===== config.mk =====
export PLATFORM = sky130hd
export DESIGN_NAME = muldiv_ctrl_flat
export DESIGN_NICKNAME = d
export VERILOG_FILES = /design/src/rtl/muldiv_pkg.sv /design/src/rtl/muldiv_ctrl_if.sv /design/src/rtl/muldiv_hilo.sv /design/src/rtl/muldiv_ctrl.sv /design/src/flat_wrapper.sv
export SDC_FILE = /design/constraint.sdc
export NUM_CORES = 1
export LEC_CHECK = 0
export CAP_MARGIN = 5
export CORE_AREA = 2 2 154 156
export DETAILED_ROUTE_END_ITERATION = 8
export DIE_AREA = 0 0 156 158
export DONT_BUFFER_PORTS = 1
export GPL_ROUTABILITY_DRIVEN = 1
export PLACE_DENSITY_LB_ADDON = 0.15
export SLEW_MARGIN = 40
export SYNTH_ARGS = -nofsm -noshare
export SYNTH_HDL_FRONTEND = slang
export SYNTH_SLANG_ARGS = --single-unit
export TNS_END_PERCENT = 10

===== constraint.sdc =====
create_clock -name clk -period 15.3 [get_ports clk]
set_input_delay 3.06 -clock clk [delete_from_list [all_inputs] [get_ports clk]]
set_output_delay 3.06 -clock clk [all_outputs]
set_load 0.1 [all_outputs]

===== src/rtl/muldiv_pkg.sv =====
// Shared opcodes, FSM states and helpers for the mul/div sequencer.
package muldiv_pkg;

  localparam logic [2:0] OP_MULT  = 3'd0;
  localparam logic [2:0] OP_MULTU = 3'd1;
  localparam logic [2:0] OP_DIV   = 3'd2;
  localparam logic [2:0] OP_DIVU  = 3'd3;
  localparam logic [2:0] OP_MTHI  = 3'd4;
  localparam logic [2:0] OP_MTLO  = 3'd5;

  typedef enum logic [2:0] {
    S_IDLE       = 3'd0,
    S_MUL_WAIT   = 3'd1,
    S_DIV_LAUNCH = 3'd2,
    S_DIV_WAIT   = 3'd3,
    S_DONE       = 3'd4
  } state_t;

  // MULT/MULTU/DIV/DIVU occupy codes 0..3, so bit 2 clear marks a long op.
  function automatic logic is_long_op(input logic [2:0] op);
    return ~op[2];
  endfunction

endpackage


===== src/rtl/muldiv_ctrl_if.sv =====
// Decode, multiplier and divider signals seen by the mul/div sequencer.
interface muldiv_ctrl_if #(
  parameter int WIDTH = 32
);
  logic                 ena;
  logic                 op_valid;
  logic [2:0]           op_code;
  logic [WIDTH-1:0]     rs_val;
  logic [WIDTH-1:0]     rt_val;
  logic                 stall;
  logic [WIDTH-1:0]     hi;
  logic [WIDTH-1:0]     lo;
  logic [WIDTH-1:0]     mul_a;
  logic [WIDTH-1:0]     mul_b;
  logic                 mul_signed;
  logic [2*WIDTH-1:0]   mul_z;
  logic                 div_start;
  logic                 div_signed;
  logic [WIDTH-1:0]     div_dividend;
  logic [WIDTH-1:0]     div_divisor;
  logic                 div_busy;
  logic                 div_done;
  logic [WIDTH-1:0]     div_q;
  logic [WIDTH-1:0]     div_r;
  logic                 div_timeout;

  modport slave (
    input  ena, op_valid, op_code, rs_val, rt_val, mul_z,
           div_busy, div_done, div_q, div_r,
    output stall, hi, lo, mul_a, mul_b, mul_signed, div_start,
           div_signed, div_dividend, div_divisor, div_timeout
  );

  modport master (
    output ena, op_valid, op_code, rs_val, rt_val, mul_z,
           div_busy, div_done, div_q, div_r,
    input  stall, hi, lo, mul_a, mul_b, mul_signed, div_start,
           div_signed, div_dividend, div_divisor, div_timeout
  );
endinterface


===== src/rtl/muldiv_hilo.sv =====
// HI/LO register pair with independent write enables, frozen while ena is low.
module muldiv_hilo #(
  parameter int WIDTH = 32
) (
  input  logic             clk,
  input  logic             rst,
  input  logic             ena_i,
  input  logic             hi_we_i,
  input  logic [WIDTH-1:0] hi_dat_i,
  input  logic             lo_we_i,
  input  logic [WIDTH-1:0] lo_dat_i,
  output logic [WIDTH-1:0] hi_o,
  output logic [WIDTH-1:0] lo_o
);

  logic [WIDTH-1:0] hi_q;
  logic [WIDTH-1:0] lo_q;

  always_ff @(posedge clk or posedge rst) begin
    if (rst) begin
      hi_q <= '0;
      lo_q <= '0;
    end else if (ena_i) begin
      if (hi_we_i) hi_q <= hi_dat_i;
      if (lo_we_i) lo_q <= lo_dat_i;
    end
  end

  assign hi_o = hi_q;
  assign lo_o = lo_q;

endmodule


===== src/rtl/muldiv_ctrl.sv =====
// Mul/div sequencer: launches multiplier/divider, owns HI/LO, stalls the PC
// until the result lands; divide-by-zero and divider timeout finish locally.
module muldiv_ctrl
  import muldiv_pkg::*;
#(
  parameter int WIDTH       = 32,
  parameter int MUL_LAT     = 1,
  parameter int DIV_TIMEOUT = 64
) (
  input  logic           clk,
  input  logic           rst,
  muldiv_ctrl_if.slave   bus
);

  localparam int MCW = 4;
  localparam int TCW = $clog2(DIV_TIMEOUT + 1);

  state_t           state_q, state_d;
  logic [MCW-1:0]   mcnt_q, mcnt_d;
  logic [TCW-1:0]   tcnt_q, tcnt_d;
  logic [WIDTH-1:0] mul_a_q, mul_a_d;
  logic [WIDTH-1:0] mul_b_q, mul_b_d;
  logic             mul_signed_q, mul_signed_d;
  logic [WIDTH-1:0] div_dividend_q, div_dividend_d;
  logic [WIDTH-1:0] div_divisor_q, div_divisor_d;
  logic             div_signed_q, div_signed_d;
  logic             div_timeout_q, div_timeout_d;

  logic             div_start;
  logic             hi_we, lo_we;
  logic [WIDTH-1:0] hi_wd, lo_wd;

  always_comb begin
    state_d        = state_q;
    mcnt_d         = mcnt_q;
    tcnt_d         = tcnt_q;
    mul_a_d        = mul_a_q;
    mul_b_d        = mul_b_q;
    mul_signed_d   = mul_signed_q;
    div_dividend_d = div_dividend_q;
    div_divisor_d  = div_divisor_q;
    div_signed_d   = div_signed_q;
    div_timeout_d  = div_timeout_q;
    div_start      = 1'b0;
    hi_we          = 1'b0;
    lo_we          = 1'b0;
    hi_wd          = '0;
    lo_wd          = '0;

    if (bus.ena) begin
      case (state_q)
        S_IDLE: begin
          if (bus.op_valid) begin
            case (bus.op_code)
              OP_MULT, OP_MULTU: begin
                mul_a_d      = bus.rs_val;
                mul_b_d      = bus.rt_val;
                mul_signed_d = (bus.op_code == OP_MULT);
                mcnt_d       = MCW'(MUL_LAT);
                state_d      = S_MUL_WAIT;
              end
              OP_DIV, OP_DIVU: begin
                if (bus.rt_val != '0) begin
                  div_dividend_d = bus.rs_val;
                  div_divisor_d  = bus.rt_val;
                  div_signed_d   = (bus.op_code == OP_DIV);
                  state_d        = S_DIV_LAUNCH;
                end else begin
                  hi_we   = 1'b1;
                  hi_wd   = bus.rs_val;
                  lo_we   = 1'b1;
                  lo_wd   = '1;
                  state_d = S_DONE;
                end
              end
              OP_MTHI: begin
                hi_we = 1'b1;
                hi_wd = bus.rs_val;
              end
              OP_MTLO: begin
                lo_we = 1'b1;
                lo_wd = bus.rs_val;
              end
              default: ;
            endcase
          end
        end
        S_MUL_WAIT: begin
          mcnt_d = mcnt_q - 1'b1;
          if (mcnt_q == MCW'(1)) begin
            hi_we   = 1'b1;
            hi_wd   = bus.mul_z[2*WIDTH-1:WIDTH];
            lo_we   = 1'b1;
            lo_wd   = bus.mul_z[WIDTH-1:0];
            state_d = S_DONE;
          end
        end
        S_DIV_LAUNCH: begin
          // A divider orphaned by a reset mid-op may still be running.
          tcnt_d = '0;
          if (!bus.div_busy) begin
            div_start = 1'b1;
            state_d   = S_DIV_WAIT;
          end
        end
        S_DIV_WAIT: begin
          tcnt_d = tcnt_q + 1'b1;
          if (bus.div_done) begin
            hi_we   = 1'b1;
            hi_wd   = bus.div_r;
            lo_we   = 1'b1;
            lo_wd   = bus.div_q;
            state_d = S_DONE;
          end else if (tcnt_q == TCW'(DIV_TIMEOUT - 1)) begin
            div_timeout_d = 1'b1;
            state_d       = S_DONE;
          end
        end
        S_DONE: begin
          state_d = S_IDLE;
        end
        default: begin
          state_d = S_IDLE;
        end
      endcase
    end
  end

  always_ff @(posedge clk or posedge rst) begin
    if (rst) begin
      state_q        <= S_IDLE;
      mcnt_q         <= '0;
      tcnt_q         <= '0;
      mul_a_q        <= '0;
      mul_b_q        <= '0;
      mul_signed_q   <= 1'b0;
      div_dividend_q <= '0;
      div_divisor_q  <= '0;
      div_signed_q   <= 1'b0;
      div_timeout_q  <= 1'b0;
    end else begin
      state_q        <= state_d;
      mcnt_q         <= mcnt_d;
      tcnt_q         <= tcnt_d;
      mul_a_q        <= mul_a_d;
      mul_b_q        <= mul_b_d;
      mul_signed_q   <= mul_signed_d;
      div_dividend_q <= div_dividend_d;
      div_divisor_q  <= div_divisor_d;
      div_signed_q   <= div_signed_d;
      div_timeout_q  <= div_timeout_d;
    end
  end

  muldiv_hilo #(.WIDTH(WIDTH)) u_hilo (
    .clk      (clk),
    .rst      (rst),
    .ena_i    (bus.ena),
    .hi_we_i  (hi_we),
    .hi_dat_i (hi_wd),
    .lo_we_i  (lo_we),
    .lo_dat_i (lo_wd),
    .hi_o     (bus.hi),
    .lo_o     (bus.lo)
  );

  // DONE is the cycle the PC advances, so the same instruction must not stall there.
  assign bus.stall        = bus.op_valid & is_long_op(bus.op_code) & (state_q != S_DONE);
  assign bus.div_start    = div_start;
  assign bus.mul_a        = mul_a_q;
  assign bus.mul_b        = mul_b_q;
  assign bus.mul_signed   = mul_signed_q;
  assign bus.div_dividend = div_dividend_q;
  assign bus.div_divisor  = div_divisor_q;
  assign bus.div_signed   = div_signed_q;
  assign bus.div_timeout  = div_timeout_q;

endmodule


===== src/flat_wrapper.sv =====
// flat-port wrapper written by rule: the top's interface ports become plain ports
module muldiv_ctrl_flat import muldiv_pkg::*;
#(
  parameter int WIDTH       = 32,
  parameter int MUL_LAT     = 1,
  parameter int DIV_TIMEOUT = 64
)
  (clk, rst, bus_ena, bus_op_valid, bus_op_code, bus_rs_val, bus_rt_val, bus_mul_z, bus_div_busy, bus_div_done, bus_div_q, bus_div_r, bus_stall, bus_hi, bus_lo, bus_mul_a, bus_mul_b, bus_mul_signed, bus_div_start, bus_div_signed, bus_div_dividend, bus_div_divisor, bus_div_timeout);
  muldiv_ctrl_if #(.WIDTH(WIDTH)) bus_i ();
  input  logic clk;
  input  logic rst;
  input wire logic [$bits(bus_i.ena)-1:0] bus_ena;
  input wire logic [$bits(bus_i.op_valid)-1:0] bus_op_valid;
  input wire logic [$bits(bus_i.op_code)-1:0] bus_op_code;
  input wire logic [$bits(bus_i.rs_val)-1:0] bus_rs_val;
  input wire logic [$bits(bus_i.rt_val)-1:0] bus_rt_val;
  input wire logic [$bits(bus_i.mul_z)-1:0] bus_mul_z;
  input wire logic [$bits(bus_i.div_busy)-1:0] bus_div_busy;
  input wire logic [$bits(bus_i.div_done)-1:0] bus_div_done;
  input wire logic [$bits(bus_i.div_q)-1:0] bus_div_q;
  input wire logic [$bits(bus_i.div_r)-1:0] bus_div_r;
  output wire logic [$bits(bus_i.stall)-1:0] bus_stall;
  output wire logic [$bits(bus_i.hi)-1:0] bus_hi;
  output wire logic [$bits(bus_i.lo)-1:0] bus_lo;
  output wire logic [$bits(bus_i.mul_a)-1:0] bus_mul_a;
  output wire logic [$bits(bus_i.mul_b)-1:0] bus_mul_b;
  output wire logic [$bits(bus_i.mul_signed)-1:0] bus_mul_signed;
  output wire logic [$bits(bus_i.div_start)-1:0] bus_div_start;
  output wire logic [$bits(bus_i.div_signed)-1:0] bus_div_signed;
  output wire logic [$bits(bus_i.div_dividend)-1:0] bus_div_dividend;
  output wire logic [$bits(bus_i.div_divisor)-1:0] bus_div_divisor;
  output wire logic [$bits(bus_i.div_timeout)-1:0] bus_div_timeout;
  assign bus_i.ena = bus_ena;
  assign bus_i.op_valid = bus_op_valid;
  assign bus_i.op_code = bus_op_code;
  assign bus_i.rs_val = bus_rs_val;
  assign bus_i.rt_val = bus_rt_val;
  assign bus_i.mul_z = bus_mul_z;
  assign bus_i.div_busy = bus_div_busy;
  assign bus_i.div_done = bus_div_done;
  assign bus_i.div_q = bus_div_q;
  assign bus_i.div_r = bus_div_r;
  assign bus_stall = bus_i.stall;
  assign bus_hi = bus_i.hi;
  assign bus_lo = bus_i.lo;
  assign bus_mul_a = bus_i.mul_a;
  assign bus_mul_b = bus_i.mul_b;
  assign bus_mul_signed = bus_i.mul_signed;
  assign bus_div_start = bus_i.div_start;
  assign bus_div_signed = bus_i.div_signed;
  assign bus_div_dividend = bus_i.div_dividend;
  assign bus_div_divisor = bus_i.div_divisor;
  assign bus_div_timeout = bus_i.div_timeout;
  muldiv_ctrl #(.WIDTH(WIDTH), .MUL_LAT(MUL_LAT), .DIV_TIMEOUT(DIV_TIMEOUT)) u_core (.clk(clk), .rst(rst), .bus(bus_i));
endmodule

==> flow_summary.json <==
{
  "worst-slew-pin-transition_ns": 0.898,
  "drc_viols": 0,
  "final_critical_path_setup_slack_ns": 8.50,
  "die_area_um2": 24600,
  "setup-violations-final": 0,
  "die_h_um": 158,
  "start_util_pct": 41.6,
  "ctsHtreeMaxLevel": 1,
  "synth-seq-cells": 209,
  "clk_pin_slew_worst_paths_ns": 0.06,
  "finalHoldViolCount": 0,
  "layout_worst_path_cycle_share_pct": 44.4,
  "grt-ovfl-total": 0,
  "numPortBuffers": 0,
  "synth.largest_area_cell": "dfrtp_1",
  "timing.critical_path.to_type": "output port",
  "outcome": "finished clean",
  "synth.most_common_cell": "dfrtp_1",
  "detailed_place.area_um2": 10100,
  "timing.critical_path.fanout_max": 10,
  "boundaryPins": 398,
  "first_pass_grt_wire_length_um": 41700,
  "fillerInstances": 2019,
  "grt_util_all_layers_pct": 22.1,
  "critPathRequiredTime_ns": 12.24,
  "worst_path_largest_cell_delay_ns": 0.29,
  "unrepaired_setup_endpoints_after_global_routing": "no",
  "drv_cap": 0,
  "fp.dieW_um": 156,
  "combined_buffer_and_inverter_count_along_the_critical_path": 1,
  "clk_root_buffer_cell": "clkbuf_16",
  "gpl.final_weighted_congestion": 0.787,
  "cts_inserted_buffers": 23,
  "holdBufCountCts": 0,
  "crit_chain": "nand2_1 > nor3_2 > buf_16",
  "placement.setup.worst_slack_ns": 8.49,
  "cpLargestDelayFamily": "simple AND/OR/NAND/NOR gates",
  "post-route-min-period_ns": 6.80,
  "grt_pass1_vias": 6807,
  "clock_sinks": 209,
  "path_class": "in -> out",
  "timing.critical_path.slowest_stage_cell": "nor3_2",
  "place.detailed.hpwl_um": 20000,
  "synth_top_flop_cell": "dfrtp_1",
  "synth_enable_flop_cells": 0,
  "synth_seq_area_share_pct": 54.6,
  "detail_route.iter0.violations": 371,
  "finalWirelength_um": 28800,
  "design.final.nets": 918,
  "worstSetupStartpointType": "input port",
  "firstDrtPassIters": 4,
  "synth.cells.most_frequent": "dfrtp_1 (209), mux2_2 (131), o21ai_0 (39), a22o_1 (37), inv_1 (37)",
  "synthesis.area_per_instance_um2": 13.1,
  "post-route-cell-area_um2": 10900,
  "mappedNetlistNets": 935,
  "grt_start_max_net_pins": 137,
  "syn2layout_area_growth_pct": 13.8,
  "vias_per_cell": 6.27,
  "yosysWarningCount": 0,
  "avgRoutedWirePerCell_um": 28.2,
  "synth.cell_area_um2": 9590,
  "synth.lib_cells_used.distinct": 49,
  "hold_class": "reg -> reg",
  "ys_async_sr_fraction_pct": 100,
  "post_synth_inst_count": 731,
  "setup-tns-final_ns": 0,
  "synthDominantCellAreaShare_pct": 54.6,
  "synth.top_cells.by_area": "dfrtp_1 (55%), mux2_2 (15%), mux2_4 (4.7%)",
  "core_um2": 23100,
  "postCtsResizedCells": 0,
  "antenna_found_initial": 1,
  "slew_violations": 0,
  "clock_tree.buffer_depth": 3,
  "crit_arrival_ns": 3.74,
  "row_count": 56,
  "post_cts_buffers": 0,
  "layout-drive-gt1-share_pct": 56.4,
  "clk_latency_ns": 0.50,
  "slew_limit_headroom_pct": 40.2,
  "final_antenna_net_count": 0,
  "timing.fmax_ghz": 0.147,
  "via_count": 6404,
  "cts_tree": "built",
  "timing.clock.skew_ns": 0.0107
}
-- final timing paths --
check	depth (start not counted)	end	slack, ns	from
max in group asynchronous	2	u_core.u_hilo.hi_o[30]$_DFFE_PP0P_	11.53	rst
min	1	u_core.tcnt_q[5]$_DFFE_PP0P_	0.49	u_core.tcnt_q[5]$_DFFE_PP0P_
min reg2reg	1	u_core.tcnt_q[5]$_DFFE_PP0P_	0.49	u_core.tcnt_q[5]$_DFFE_PP0P_
max reg2reg	6	u_core.u_hilo.lo_o[29]$_DFFE_PP0P_	11.96	u_core.state_q[0]$_DFFE_PP0P_
min in group asynchronous	1	u_core.tcnt_q[0]$_DFFE_PP0P_	2.49	rst
max	3	bus_div_start	8.50	bus_ena
-- flip-flops by register name, summed over array words and instances, names as in the netlist --
| register | count |
|---|---|
| u_core.u_hilo.lo_o | 32 |
| u_core.state_q | 3 |
| u_core.mcnt_q | 4 |
| u_core.bus.mul_signed | 1 |
| u_core.tcnt_q | 7 |
| u_core.bus.mul_a | 32 |
| u_core.bus.div_dividend | 32 |
| u_core.u_hilo.hi_o | 32 |
| u_core.bus.mul_b | 32 |
| u_core.bus.div_timeout | 1 |
| u_core.bus.div_divisor | 32 |
| u_core.bus.div_signed | 1 |
-- layer usage --
layer	GRT usage, %	vias up	wire length [µm]
met2	38.9	324	14700
li1	-	2725	-
met4	6.33	0	561
met3	7.99	44	2900
met5	0	-	0
met1	25.3	3311	10600
-- layout make-up --
class	instances	area [µm²]	area share, %
Antenna cell	1	2.50	0.0229
Clock buffer	38	692	6.34
Clock inverter	3	25.0	0.229
Inverter	38	155	1.42
Multi-Input combinational cell	422	3950	36.2
Sequential cell	209	5460	50.0
Tap cell	290	363	3.33
Timing Repair Buffer	20	264	2.42
-- logic make-up (layout without fill, tap and decap cells) --
group,count (synthesis),count (layout),synth area share [%]
AOI/OAI and AO/OA,188,188,15.6
adders and majority gates,3,3,0.392
buffers and inverters,100,99,4.84
DFF,209,209,54.6
muxes,166,166,20.6
other,0,1,0
and+or+nand+nor,65,65,4.01
-- through the flow --
step / utilization, % / cells / hold slack, ns
6_report: 47.3 / 1021 / 0.490
5_1_grt: 47.3 / 1021 / 0.532
4_1_cts: 46.9 / 1019 / 0.491
3_5_place_dp: 43.7 / 978 / 0.478
3_3_place_gp: 42.4 / 969 / 0.477
2_1_floorplan: - / 731 / 0.452
-- worst reg2reg max path, delay by kind of cell, from the launching register on --
| family | cells | cell delay, ns |
|---|---|---|
| mux | 1 | 0.45 |
| simple gates | 3 | 0.85 |
| compound gates | 1 | 0.70 |
| flops | 1 | 0.65 |
| buf+inv | 1 | 0.57 |
-- cell usage in the layout (no fill, tap or decap), types with 7 or more instances in the layout --
master,netlist,final
inv_1,37,36
a221oi_1,32,32
nor2_1,7,7
a211o_1,34,34
a32oi_1,32,32
nor4_1,9,9
buf_4,9,8
mux2_4,30,30
clkbuf_16,0,23
dfrtp_2,0,184
a22o_1,37,37
dfrtp_1,209,25
mux2_2,131,131
nand2_1,13,13
o21ai_0,39,39
clkbuf_1,23,10
Power is left out: the tool's default activity adds up to more than one toggle a clock period on the data nets, which glitch-free logic cannot reach.
